<file path="src/rtl/serial_adder_pkg.sv">
// Shared definitions for the nibble-serial adder: slice width, FSM states, index sizing.
package serial_adder_pkg;

   localparam int unsigned NIBBLE_W = 4;

   typedef enum logic [1:0] {
      ST_IDLE = 2'd0,
      ST_RUN  = 2'd1,
      ST_DONE = 2'd2
   } state_t;

   // Ceiling log2, floored at 1 so a single-nibble build still has an index bit.
   function automatic int unsigned clog2(input int unsigned n);
      int unsigned w;
      w = 1;
      while ((32'd1 << w) < n) w = w + 1;
      return w;
   endfunction

endpackage

</file>
<file path="src/rtl/ripple_adder.sv">
// 4-bit adder slice shared by the serial controller, one nibble per cycle.
module ripple_adder
   import serial_adder_pkg::*;
(
   input  logic [NIBBLE_W-1:0] a,
   input  logic [NIBBLE_W-1:0] b,
   input  logic                cin,
   output logic [NIBBLE_W-1:0] sum,
   output logic                cout
);

   assign {cout, sum} = (NIBBLE_W+1)'(a) + (NIBBLE_W+1)'(b) + (NIBBLE_W+1)'(cin);

endmodule

</file>
<file path="src/rtl/nibble_serial_adder_ctrl.sv">
// Wide adder that time-multiplexes one 4-bit slice, LSB nibble first, with valid/ready on both sides.
// Optional subtract mode (sub input, ovf output) is enabled by NIBBLE_SERIAL_SUB_EN.
module nibble_serial_adder_ctrl
   import serial_adder_pkg::*;
#(
   parameter int unsigned NIBBLES = 4
)(
   input  logic                          clk,
   input  logic                          rst_n,
   input  logic                          in_valid,
   output logic                          in_ready,
   input  logic [NIBBLE_W*NIBBLES-1:0]   op_a,
   input  logic [NIBBLE_W*NIBBLES-1:0]   op_b,
   input  logic                          op_cin,
`ifdef NIBBLE_SERIAL_SUB_EN
   input  logic                          sub,
   output logic                          ovf,
`endif
   output logic                          out_valid,
   input  logic                          out_ready,
   output logic [NIBBLE_W*NIBBLES-1:0]   result,
   output logic                          cout,
   output logic                          busy
);

   localparam int unsigned IW = clog2(NIBBLES);
   localparam logic [IW-1:0] LAST_IDX = IW'(NIBBLES-1);

   state_t                            state;
   logic [NIBBLES-1:0][NIBBLE_W-1:0]  a_q;
   logic [NIBBLES-1:0][NIBBLE_W-1:0]  b_q;
   logic [NIBBLES-1:0][NIBBLE_W-1:0]  res_q;
   logic [IW-1:0]                     idx;
   logic                              carry;

   logic [NIBBLE_W-1:0]               slice_a;
   logic [NIBBLE_W-1:0]               slice_b;
   logic [NIBBLE_W-1:0]               slice_sum;
   logic                              slice_cout;

`ifdef NIBBLE_SERIAL_SUB_EN
   logic                              sub_q;
   logic                              top_cin;

   // Subtract is A + ~B + 1; carry into the MSB is recovered from the sum bit.
   always_comb begin
      slice_a = a_q[idx];
      slice_b = b_q[idx] ^ {NIBBLE_W{sub_q}};
      top_cin = slice_sum[NIBBLE_W-1] ^ slice_a[NIBBLE_W-1] ^ slice_b[NIBBLE_W-1];
   end
`else
   always_comb begin
      slice_a = a_q[idx];
      slice_b = b_q[idx];
   end
`endif

   ripple_adder u_slice (
      .a    (slice_a),
      .b    (slice_b),
      .cin  (carry),
      .sum  (slice_sum),
      .cout (slice_cout)
   );

   assign result = res_q;

   always_ff @(posedge clk) begin
      if (!rst_n) begin
         state     <= ST_IDLE;
         in_ready  <= 1'b1;
         out_valid <= 1'b0;
         busy      <= 1'b0;
         res_q     <= '0;
         cout      <= 1'b0;
         idx       <= '0;
         carry     <= 1'b0;
         a_q       <= '0;
         b_q       <= '0;
`ifdef NIBBLE_SERIAL_SUB_EN
         sub_q     <= 1'b0;
         ovf       <= 1'b0;
`endif
      end else begin
         case (state)
            ST_IDLE: begin
               if (in_valid) begin
                  a_q      <= op_a;
                  b_q      <= op_b;
                  idx      <= '0;
`ifdef NIBBLE_SERIAL_SUB_EN
                  sub_q    <= sub;
                  carry    <= sub | op_cin;
`else
                  carry    <= op_cin;
`endif
                  in_ready <= 1'b0;
                  busy     <= 1'b1;
                  state    <= ST_RUN;
               end
            end
            ST_RUN: begin
               res_q[idx] <= slice_sum;
               carry      <= slice_cout;
               idx        <= idx + IW'(1);
               if (idx == LAST_IDX) begin
                  cout      <= slice_cout;
`ifdef NIBBLE_SERIAL_SUB_EN
                  ovf       <= top_cin ^ slice_cout;
`endif
                  out_valid <= 1'b1;
                  state     <= ST_DONE;
               end
            end
            ST_DONE: begin
               if (out_ready) begin
                  out_valid <= 1'b0;
                  in_ready  <= 1'b1;
                  busy      <= 1'b0;
                  state     <= ST_IDLE;
               end
            end
            default: state <= ST_IDLE;
         endcase
      end
   end

endmodule

</file>
<file path="config.mk">
export PLATFORM = sky130hd
export DESIGN_NAME = nibble_serial_adder_ctrl
export DESIGN_NICKNAME = d
export VERILOG_FILES = /design/src/rtl/serial_adder_pkg.sv /design/src/rtl/ripple_adder.sv /design/src/rtl/nibble_serial_adder_ctrl.sv
export SDC_FILE = /design/constraint.sdc
export NUM_CORES = 1
export LEC_CHECK = 0
export BUFFER_PORTS_ARGS = -buffer_cell sky130_fd_sc_hd__buf_2
export CORE_ASPECT_RATIO = 1.5
export CORE_MARGIN = 4
export CORE_UTILIZATION = 35
export DETAILED_ROUTE_END_ITERATION = 10
export GPL_ROUTABILITY_DRIVEN = 0
export HOLD_SLACK_MARGIN = 0.12
export MAX_ROUTING_LAYER = met4
export PLACE_DENSITY = 0.62
export SETUP_SLACK_MARGIN = 0.3
export SLEW_MARGIN = 10
export SYNTH_ARGS = -nofsm -noshare
export SYNTH_HDL_FRONTEND = slang
export SYNTH_SLANG_ARGS = --single-unit
</file>
<file path="constraint.sdc">
create_clock -name clk -period 3 [get_ports clk]
set_input_delay 0.15 -clock clk [delete_from_list [all_inputs] [get_ports clk]]
set_output_delay 0.15 -clock clk [all_outputs]
set_load 0.1 [all_outputs]
</file>
; ---- After elaboration in Yosys (flattened, before gate mapping)
; Index checks and enable logic that the tools add are counted.
[classes]
n_addsub = 3
order_cmp = 2
n_eq_ne = 6
muxes = 23
reduce_logical = 11
[op_table]
columns = op, count
row1 = binary-select mux 4 bit (select 2 bit), 2
row2 = bitwise mux 16 bit, 1
row3 = two-way mux 4 bit, 3
row4 = AND reduction 3 bit, 3
row5 = demux 4 bit (select 2 bit), 1
row6 = two-way mux 2 bit, 4
row7 = case mux 1 bit (2 select lines), 4
row8 = two-way mux 1 bit, 6
row9 = inequality test 2 bit (second input constant), 3
row10 = case mux 2 bit (3 select lines), 1
row11 = AND reduction 2 bit, 3
row12 = nonzero test 2 bit, 3
row13 = adder 4 x 4 -> 5 bit, 1
row14 = adder 5 x 1 -> 5 bit, 1
row15 = equality test 2 bit (second input constant), 2
row16 = case mux 2 bit (2 select lines), 1
row17 = < comparator 2 x 3 -> 1 bit (second input constant), 1
row18 = adder 2 x 1 -> 2 bit (second input constant), 1
row19 = equality test 2 x 1 -> 1 bit (second input constant), 1
row20 = >= comparator 2 x 1 -> 1 bit (second input constant), 1
row21 = logical NOT 2 bit, 1
row22 = logical AND 1 bit, 1
[word_totals]
ff_bits = 57
inputBits = 37
out_inout_bits = 20
word_cells = 64

; ---- Longest topological paths before layout
; Gate-level depths: netlist (run 1).
[depth]
ltp_word = 5
ltp_mapped = 7
depth_no_buf = 6

; ---- Modules after synthesis
; Synthesis (run 1) repeated with hierarchy kept, for this count alone.
[hier_totals]
cells_unflattened = 282
area_unflattened_um2 = 2656.3
[modules_own_cells]
columns = module, instances, cells_each, area_per_inst_um2, seq_area_each_um2
row1 = nibble_serial_adder_ctrl, 1, 266, 2512.4, 1141.1
row2 = ripple_adder, 1, 16, 143.9, 0.0

; ---- Worst setup path before layout (run 1)
; No wires, ideal clock.
[synth_timing]
path_kind = flip-flop to flip-flop
startpoint = register idx[0]
endpoint = register carry
setup_time_ps = 129
t_arrival_ps = 2419
required_ps = 2871
slack_ps = 451
stages_incl_launch_ff = 8
n_path_buf = 1
synth_period_minus_slack_ps = 2549
cell_sequence = dfxtp_1 -> buf_2 -> mux4_2 -> fa_1 -> fa_1 -> a21o_1 -> a21oi_1 -> o311ai_1
[synth_via]
elab_chain_cells = 5
word_cells_on_any_way = 7
classes_between = add/sub: 2 / mux: 5
[synth_lines]
columns = item, line_no
row1 = start: declaration, nibble_serial_adder_ctrl.sv:33  ; logic [IW-1:0] idx;
row2 = start signal: assignment, nibble_serial_adder_ctrl.sv:105  ; idx <= idx + IW'(1);
row3 = "binary-select mux 4 bit (select 2 bit), on equally long branches", "nibble_serial_adder_ctrl.sv:53, nibble_serial_adder_ctrl.sv:54"
row4 = "two-way mux 4 bit, on equally long branches", "nibble_serial_adder_ctrl.sv:53, nibble_serial_adder_ctrl.sv:54"
row5 = adder 4 x 4 -> 5 bit *, ripple_adder.sv:12  ; assign {cout, sum} = (NIBBLE_W+1)'(a) + (NIBBLE_W+1)'(b) + (NIBBLE_W+1)'(cin);
row6 = adder 5 x 1 -> 5 bit *, ripple_adder.sv:12
row7 = case mux 1 bit (2 select lines) *, nibble_serial_adder_ctrl.sv:85  ; case (state)
row8 = end signal: assignment, nibble_serial_adder_ctrl.sv:95  ; carry <= op_cin;
row9 = end signal: assignment, nibble_serial_adder_ctrl.sv:104  ; carry <= slice_cout;
row10 = end: declaration, nibble_serial_adder_ctrl.sv:34  ; logic carry;
; Every way passes the cells marked *; elsewhere a longest branch is shown, timed or not. The select of a mux whose other input is x is not followed.
; A chain may end at the register's enable or synchronous reset.

; ---- Worst setup path after layout (run 1)
[layout_timing]
startpoint = register idx[0]
endpoint = register cout
[layout_via]
elab_chain_cells = 4
word_cells_on_any_way = 8
classes_between = add/sub: 2 / eq/ne: 1 / mux: 4 / reduce/logical: 1
[layout_lines]
columns = item, line_no
row1 = "binary-select mux 4 bit (select 2 bit), on equally long branches", "nibble_serial_adder_ctrl.sv:53, nibble_serial_adder_ctrl.sv:54"
row2 = "two-way mux 4 bit, on equally long branches", "nibble_serial_adder_ctrl.sv:53, nibble_serial_adder_ctrl.sv:54"
row3 = adder 4 x 4 -> 5 bit, ripple_adder.sv:12
row4 = adder 5 x 1 -> 5 bit, ripple_adder.sv:12
row5 = end signal: assignment, nibble_serial_adder_ctrl.sv:107  ; cout <= slice_cout;
row6 = end: declaration, nibble_serial_adder_ctrl.sv:22  ; output logic cout,
; Several ways; a longest one is shown, not always the timed one. The select of a mux whose other input is x is not followed.

==> results of run 1 <==
power groups by stage:
stage | Combinational [W] | Sequential [W] | Clock (W)
final | 0.000309 | 0.000822 | 0.000764
after global routing | 0.000340 | 0.000827 | 0.000816
after CTS | 0.000312 | 0.000822 | 0.000782
after detailed placement | 0.000277 | 0.000839 | 0
after global placement | 0.000274 | 0.000838 | 0
after floorplan | 0.000158 | 0.000893 | 0
sequential cells by signal (all words and copies together) (netlist names):
| signal | flops |
|---|---|
| result | 16 |
| busy | 1 |
| idx | 2 |
| state | 2 |
| in_ready | 1 |
| carry | 1 |
| cout | 1 |
| out_valid | 1 |
| a_q | 16 |
| b_q | 16 |
synth_stat cells:
cell type  instances
nand2_1           85
dfxtp_1           57
a21oi_1           49
mux4_2             8
buf_6              7
ha_1               7
clkbuf_1           6
inv_1              5
nor2_1             5
a2111oi_0          4
a211oi_1           4
a21o_1             4
a311o_1            4
and3_1             4
and3b_1            4
nand3_1            4
nand3b_1           4
o21ai_0            4
buf_2              3
fa_1               2
nand2b_1           2
nor2b_1            2
and2_1             1
buf_4              1
clkbuf_2           1
clkinv_1           1
nand4_1            1
nor3b_4            1
o21ai_1            1
o311ai_1           1
or3b_1             1
xnor2_1            1
cell families after synthesis:
group                      count (synthesis)
and+or+nand+nor                          114
AOI/OAI and AO/OA                         71
DFF                                       57
buffers and inverters                     24
adders and majority gates                  9
muxes                                      8
xor gates and xnor gates                   1
worst reg2reg max path, cell delays in order, from the launching register on:
cell     delay [ps]
dfxtp_1         350
buf_4           220
mux4_2          340
fa_1            460
fa_1            470
a21o_1          190
a21oi_1         180
a21oi_1         100
metrics by stage:
stage	hold WS [ps]	std cells
after global placement	398.1	405
after global routing	273.1	456
after detailed placement	402.5	405
after CTS	218.3	456
final	234.7	456
after floorplan	286.0	284
per-layer routing:
layer | wire length (um) | track usage
met2 | 3157 | 0.2626
met5 | 0 | -
met1 | 2532 | 0.1683
met3 | 201 | 0.02568
met4 | 194 | 0.09620
area by class of cell:
| type | instances | area (um2) | share of cell area |
|---|---|---|---|
| Clock buffer | 11 | 131.4 | 0.03882 |
| Clock inverter | 5 | 80.08 | 0.02366 |
| Inverter | 6 | 22.52 | 0.006654 |
| Multi-Input combinational cell | 203 | 1244 | 0.3675 |
| Sequential cell | 57 | 1141 | 0.3372 |
| Tap cell | 78 | 97.59 | 0.02884 |
| Timing Repair Buffer | 96 | 668.1 | 0.1974 |
final timing paths:
path          endpoint  slack, ps  startpoint  cells past startpoint
max reg2reg       cout        560      idx[0]                      7
max               cout        560      idx[0]                      7
min reg2reg  result[1]        450   result[1]                      2
min               busy        230    in_valid                      4
what timing repair did:
action                                  in CTS  in global routing
hold endpoints to repair                    36                  0
endpoints found under the setup margin       0                  0
hold buffers                                35                  0
==> results_dict.tcl, run 1 <==
set metrics [dict create \
    power_frac_clock 0.403 \
    grt_pass1_wl_um 10380 \
    syn_area_mm2 0.002536 \
    required_ps 3210 \
    dr.pass1.iters 4 \
    syn_inst 284 \
    cts.clk_slew.worst_paths_ps 60 \
    start_util 0.3652 \
    cp-end-kind "flip-flop" \
    cts-root-buf "clkbuf_8" \
    synth-xor-area-share 0.003453 \
    h-tree-depth 3 \
    clock-sinks 57 \
    fin_area_mm2 0.003385 \
    dpl-instance-area_mm2 0.002823 \
    yosysSeqAreaShare 0.4499 \
    die_area_mm2 0.008700 \
    grt_pass1_vias 2221 \
    setup_viol 0 \
    drt-initial-drc-count 96 \
    final_layout_size_suffix_gt1_frac 0.2222 \
    crit_type "flip-flop to flip-flop" \
    max_freq_mhz 410.6 \
    seq_power_share 0.434 \
    p_switching_w 0.0005105 \
    muxShareOfSynthArea 0.07104 \
    ys_top_cells_by_area "dfxtp_1, nand2_1, a21oi_1" \
    totalPowerFinal_w 0.001895 \
    antenna_found_initial 0 \
    irDropWorstVdd_mv 0.2384 \
    portBuffers 56 \
    antenna_cells 0 \
    status "finished clean" \
    cp_slowest_cell "fa_1" \
    swShare 0.2694 \
    io-pin-count 57 \
    pre_cts_slack_ps 556.8 \
    worstSetupStartpointType "flip-flop" \
    die_h_um 112.3 \
    rsz0062_at_grt "false" \
    fin_skew_ps 8.905 \
    cts_max_path_buffers 2 \
    max_cap_violations 0 \
    period_minus_slack_ps 2435 \
    grt_max_degree 37 \
    power_frac_comb 0.163 \
    final_cell_mix "nand2_1, dfxtp_1, buf_2" \
    drc 0 \
    crit_path_max_fanout 11 \
    finalMaxSlewViolations 0 \
    ys_types 32 \
    clkLatencyLatePin_ps 340 \
    max_slew_margin 0.2326 \
    n_fill_cell 674 \
    hold_path_class "input pin to flip-flop" \
    worst_ep_arrival_time_ps 2640 \
    max_slew.worst_pin.slew_ps 1151 \
    wirelength_um 6086 \
    critPathTopFamily "adder cells" \
    synth_fp_nets 330 \
    post-route-period-util 0.8117 \
    synth_top_area_frac 0.4499 \
    die_w_um 77.51 \
    utilization 0.4874 \
    p_per_area_mw_per_mm2 559.8 \
    ctsResizeCount 0 \
    layout_commonest_cell "nand2_1" \
    final.setup.worst_slack_ps 564.8 \
    vias 2276 \
    p_leak_nw 1.439 \
    p_int_w 0.001384 \
    cts_buffers 9 \
    cp.buffers_inverters 1 \
    grt-ovfl-total 0 \
    synth_compound_area_frac 0.1633 \
    area_growth_pct 33.45 \
    yosys.area_share.simple 0.2023 \
    yosysTopAreaCell "dfxtp_1" \
    ys_warn_count 0 \
    post_cts_buffers 0 \
    via_per_inst 4.991 \
    placeableCoreArea_mm2 0.006944 \
    syn_avg_cell_area_um2 8.930 \
    cpPeakStageDelay_ps 470 \
    synthAdderAreaFrac 0.05032 \
    row_count 37 \
    wl_per_cell_um 13.35 \
    grt_usage 0.1554 \
    synth_top_family_by_area "simple AND/OR/NAND/NOR gates" \
    hpwl_um 4369 \
    finalSetupTns_ps 0 \
    ant_nets 0 \
    synth_seq_cells 57 \
    path_cells "buf_4, mux4_2, fa_1, fa_1, a21o_1, a21oi_1, a21oi_1" \
    cts_tree "yes" \
    nets 419 \
    hold_viol 0 \
]
Power figures use the tool's default switching activity.
==> run 2: changes to the inputs <==
clock period = 2.35 ns   (was 3 ns; I/O delays follow)
==> results_dict.tcl, run 2 (synthesis results as in run 1) <==
set metrics [dict create \
    status "finished clean" \
    fin_skew_ps 9.951 \
    die_h_um 112.3 \
    cts_tree "yes" \
    row_count 37 \
    wl_per_cell_um 13.67 \
    seq_power_share 0.437 \
    p_switching_w 0.0006981 \
    final_layout_size_suffix_gt1_frac 0.2846 \
    power_frac_comb 0.178 \
    grt_pass1_wl_um 10720 \
    grt_max_degree 37 \
    antenna_cells 0 \
    hold_path_class "input pin to flip-flop" \
    via_per_inst 4.993 \
    n_fill_cell 690 \
    path_cells "mux4_2, fa_2, fa_2, a21o_1, a21oi_2, o311ai_1" \
    utilization 0.5054 \
    io-pin-count 57 \
    die_area_mm2 0.008700 \
    reg2reg_to "carry" \
    grt-ovfl-total 0 \
    multi_input_area_mm2 0.001324 \
    regArea_mm2 0.001149 \
    cts_buffers 9 \
    dpl-instance-area_mm2 0.002844 \
    max_slew.worst_pin.slew_ps 531.4 \
    period_minus_slack_ps 2213 \
    wirelength_um 6303 \
    critPathTopFamily "adder cells" \
    portBuffers 56 \
    max_cap_violations 0 \
    hpwl_um 4391 \
    reg2reg_slack_ps 140 \
    cts-root-buf "clkbuf_8" \
    crit_start "idx[1]" \
    clock-sinks 57 \
    max_freq_mhz 451.8 \
    drc 0 \
    dr.pass1.iters 4 \
    finalSetupTns_ps 0 \
    hold_viol 0 \
    crit_top_cell "fa_2" \
    nets 424 \
    hold_ws_ps 189.0 \
    worst_ep_arrival_time_ps 2430 \
    cp.buffers_inverters 0 \
    cts.clk_slew.worst_paths_ps 70 \
    post-route-period-util 0.9419 \
    whs_endpoint "busy" \
    drt-initial-drc-count 83 \
    cpPeakStageDelay_ps 520 \
    p_per_area_mw_per_mm2 685.5 \
    antenna_found_initial 0 \
    cp_slowest_cell "mux4_2" \
    worstSetupStartpointType "flip-flop" \
    grt_usage 0.1598 \
    final_cell_mix "nand2_1, buf_2, dfxtp_1" \
    setup_viol 0 \
    swShare 0.2902 \
    layout_commonest_cell "nand2_1" \
    holdPathStages 4 \
    placeableCoreArea_mm2 0.006944 \
    cts_max_path_buffers 2 \
    h-tree-depth 3 \
    cp-end-kind "flip-flop" \
    die_w_um 77.51 \
    max_slew_margin 0.6453 \
    clkLatencyLatePin_ps 340 \
    required_ps 2570 \
    start_util 0.3652 \
    rsz0062_at_grt "true" \
    crit_path_max_fanout 4 \
    p_int_w 0.001708 \
    p_leak_nw 1.464 \
    area_growth_pct 38.38 \
    fin_area_mm2 0.003510 \
    r2r_start "idx[1]" \
    crit_type "flip-flop to flip-flop" \
    power_frac_clock 0.385 \
    grt_pass1_vias 2254 \
    pre_cts_slack_ps 36.23 \
    min-delay-start "in_valid" \
    finalMaxSlewViolations 0 \
    r2r_cells 6 \
    vias 2302 \
    irDropWorstVdd_mv 0.3101 \
    ant_nets 0 \
    final.setup.worst_slack_ps 136.6 \
]
[run 2: cell count changes in the layout (fill, tap and decap cells not counted), moves of 3 or more]
cell,before,now
a21oi_1,49,46
nand2_2,0,3
nand2_1,85,82
a21oi_2,0,3
buf_4,5,8
a2111oi_0,4,0
a2111oi_2,0,4
[run 2: layer usage]
metal,track usage,up-vias,share of wire
li1,-,1167,-
met1,0.1846,1061,0.42
met2,0.2585,58,0.50
met3,0.03210,16,0.040
met4,0.08670,0,0.034
met5,-,-,0
[run 2: worst max path at each step]
stage / endpoint / slack (ps) / cells past startpoint
global route: carry / 50 / 6
global placement: result[15] / 100 / 5
finish: carry / 140 / 6
CTS: carry / 130 / 6
floorplan: carry / 130 / 7
detailed placement: result[14] / 40 / 5
[run 2: final cells by class]
| class | instances | area share |
|---|---|---|
| inverter | 6 | 0.006417 |
| multi-input combinational | 203 | 0.3772 |
| clock buffer | 10 | 0.03922 |
| timing repair buffer | 101 | 0.2029 |
| tap | 78 | 0.02781 |
| clock inverter | 6 | 0.01925 |
| sequential | 57 | 0.3273 |
[run 2: per-stage QoR]
stage	total power, W	cells
after floorplan	0.001349	284
after global placement	0.001426	406
after detailed placement	0.001431	406
after CTS	0.002409	460
after global routing	0.002516	461
final	0.002406	461
[run 2: power by group through the flow]
stage	Clock [W]	Combinational, W	Sequential [W]
after floorplan	0	0.000208	0.00114
after global placement	0	0.000352	0.00107
after detailed placement	0	0.000355	0.00108
after CTS	0.000942	0.000414	0.00105
after global routing	0.000987	0.000469	0.00106
final	0.000927	0.000428	0.00105
[run 2: what timing repair did]
action,4_1_cts,5_1_grt
endpoints found under the hold margin,37,0
hold buffers,36,0
resized for setup,6,13
buffers inserted,2,1
setup endpoints to repair,14,14
pin swaps,7,3
[run 2: tightest hold or removal path: stages]
cell and delay, ps:
buf_2 110, nand2b_1 80, a21o_1 110, a21oi_1 50
==> run 3: changes to the inputs <==
clock period = 2.8 ns   (was 2.35 ns; I/O delays follow)
==> results_dict.tcl, run 3 (synthesis results as in run 1) <==
set metrics [dict create \
    status "finished clean" \
    area_growth_pct 32.81 \
    hold_path_class "input pin to flip-flop" \
    nets 420 \
    wirelength_um 6026 \
    cts_buffers 9 \
    critPathTopFamily "adder cells" \
    p_per_area_mw_per_mm2 566.3 \
    dr.pass1.iters 4 \
    final_cell_mix "nand2_1, dfxtp_1, buf_2" \
    finalMaxSlewViolations 0 \
    start_util 0.3652 \
    grt_usage 0.1484 \
    drc 0 \
    max_slew_margin 0.2454 \
    irDropWorstVdd_mv 0.2357 \
    die_area_mm2 0.008700 \
    antenna_found_initial 0 \
    p_switching_w 0.0005379 \
    utilization 0.4850 \
    drt-initial-drc-count 103 \
    rsz0062_at_grt "false" \
    swShare 0.2820 \
    seq_power_share 0.462 \
    grt_util_met1 0.1606 \
    totalPowerFinal_w 0.001908 \
    cp.buffers_inverters 0 \
    p_leak_nw 1.442 \
    hpwl_um 4309 \
    clock-sinks 57 \
    placeableCoreArea_mm2 0.006944 \
    post_cts_buffers 0 \
    grt-ovfl-total 0 \
    die_h_um 112.3 \
    grt_pass1_wl_um 9977 \
    clkLatencyLatePin_ps 340 \
    cts_max_path_buffers 2 \
    p_int_w 0.001370 \
    vias 2270 \
    worst_ep_arrival_time_ps 2540 \
    max_cap_violations 0 \
    cpPeakStageDelay_ps 540 \
    cp_slowest_cell "mux4_2" \
    setup_viol 0 \
    post-route-period-util 0.8331 \
    crit_path_max_fanout 3 \
    required_ps 3010 \
    cts-root-buf "clkbuf_8" \
    cp-end-kind "flip-flop" \
    portBuffers 56 \
    die_w_um 77.51 \
    final.setup.worst_slack_ps 467.2 \
    row_count 37 \
    period_minus_slack_ps 2333 \
    power_frac_clock 0.363 \
    cts_tree "yes" \
    final_layout_size_suffix_gt1_frac 0.2328 \
    worstSetupStartpointType "flip-flop" \
    grt_pass1_vias 2153 \
    fin_skew_ps 9.946 \
    max_freq_mhz 428.7 \
    finalSetupTns_ps 0 \
    met2_usage 0.2545 \
    via_per_inst 4.978 \
    path_cells "mux4_2, fa_2, fa_1, a21o_1, a21oi_2, o311ai_1" \
    crit_type "flip-flop to flip-flop" \
    wl_per_cell_um 13.21 \
    antenna_cells 0 \
    layout_commonest_cell "nand2_1" \
    power_frac_comb 0.175 \
    io-pin-count 57 \
    grt_use_met3 0.03612 \
    ant_nets 0 \
    grt_max_degree 37 \
    cts.clk_slew.worst_paths_ps 60 \
    pre_cts_slack_ps 403.1 \
    h-tree-depth 3 \
    max_slew.worst_pin.slew_ps 1132 \
    hold_viol 0 \
    grt-busiest-layer "met2" \
]
[run 3: changes by cell type in the layout (fill, tap and decap cells not counted), sizes merged]
| cell | before | now |
|---|---|---|
| clkbuf | 10 | 12 |
| bufinv | 1 | 0 |
| dlygate4sd3 | 36 | 35 |
| buf | 65 | 62 |
| clkinvlp | 2 | 0 |
[run 3: metal layers]
metal,vias up,wire length [um]
li1,1159,-
met1,1052,2479
met2,48,3137
met3,11,277
met4,0,131
met5,-,0
[run 3: area by class of cell]
cell class | instances | area, um2
clock inverter | 3 | 15.01
multi-input combinational | 203 | 1251
fill | 681 | 3576
inverter | 6 | 22.52
sequential | 57 | 1141
clock buffer | 12 | 165.2
tap | 78 | 97.59
timing repair buffer | 97 | 675.6
[run 3: metrics by stage]
step / hold slack, ps / area [um2] / cells
5_1_grt: 266.0 / 3368 / 456
2_1_floorplan: 276.0 / 2541 / 284
3_3_place_gp: 384.5 / 2830 / 406
4_1_cts: 219.8 / 3361 / 456
3_5_place_dp: 384.6 / 2830 / 406
6_report: 220.5 / 3368 / 456
[run 3: worst reg2reg max path, cell delays in order, from the launching register on]
cell and delay, ps:
dfxtp_1 380, mux4_2 540, fa_2 380, fa_1 460, a21o_1 210, a21oi_2 150
o311ai_1 90
[run 3: worst paths after layout]
kind / from / depth (start not counted) / endpoint / slack [ps]
max: idx[0] / 6 / carry / 470
min reg2reg: result[9] / 2 / result[9] / 450
min: in_valid / 4 / busy / 220
max reg2reg: idx[0] / 6 / carry / 470
[run 3: timing repair]
action	4_1_cts	5_1_grt
gates resized for setup	0	3
setup endpoints to repair	0	5
endpoints found under the hold margin	36	0
hold buffers	35	0
[run 3: power by group through the flow]
stage	clock [W]	combinational [W]	sequential (W)
floorplan	0	0.000171	0.000957
global placement	0	0.000294	0.000898
detailed placement	0	0.000297	0.000899
CTS	0.000709	0.000335	0.000882
global route	0.000749	0.000366	0.000887
finish	0.000692	0.000335	0.000881
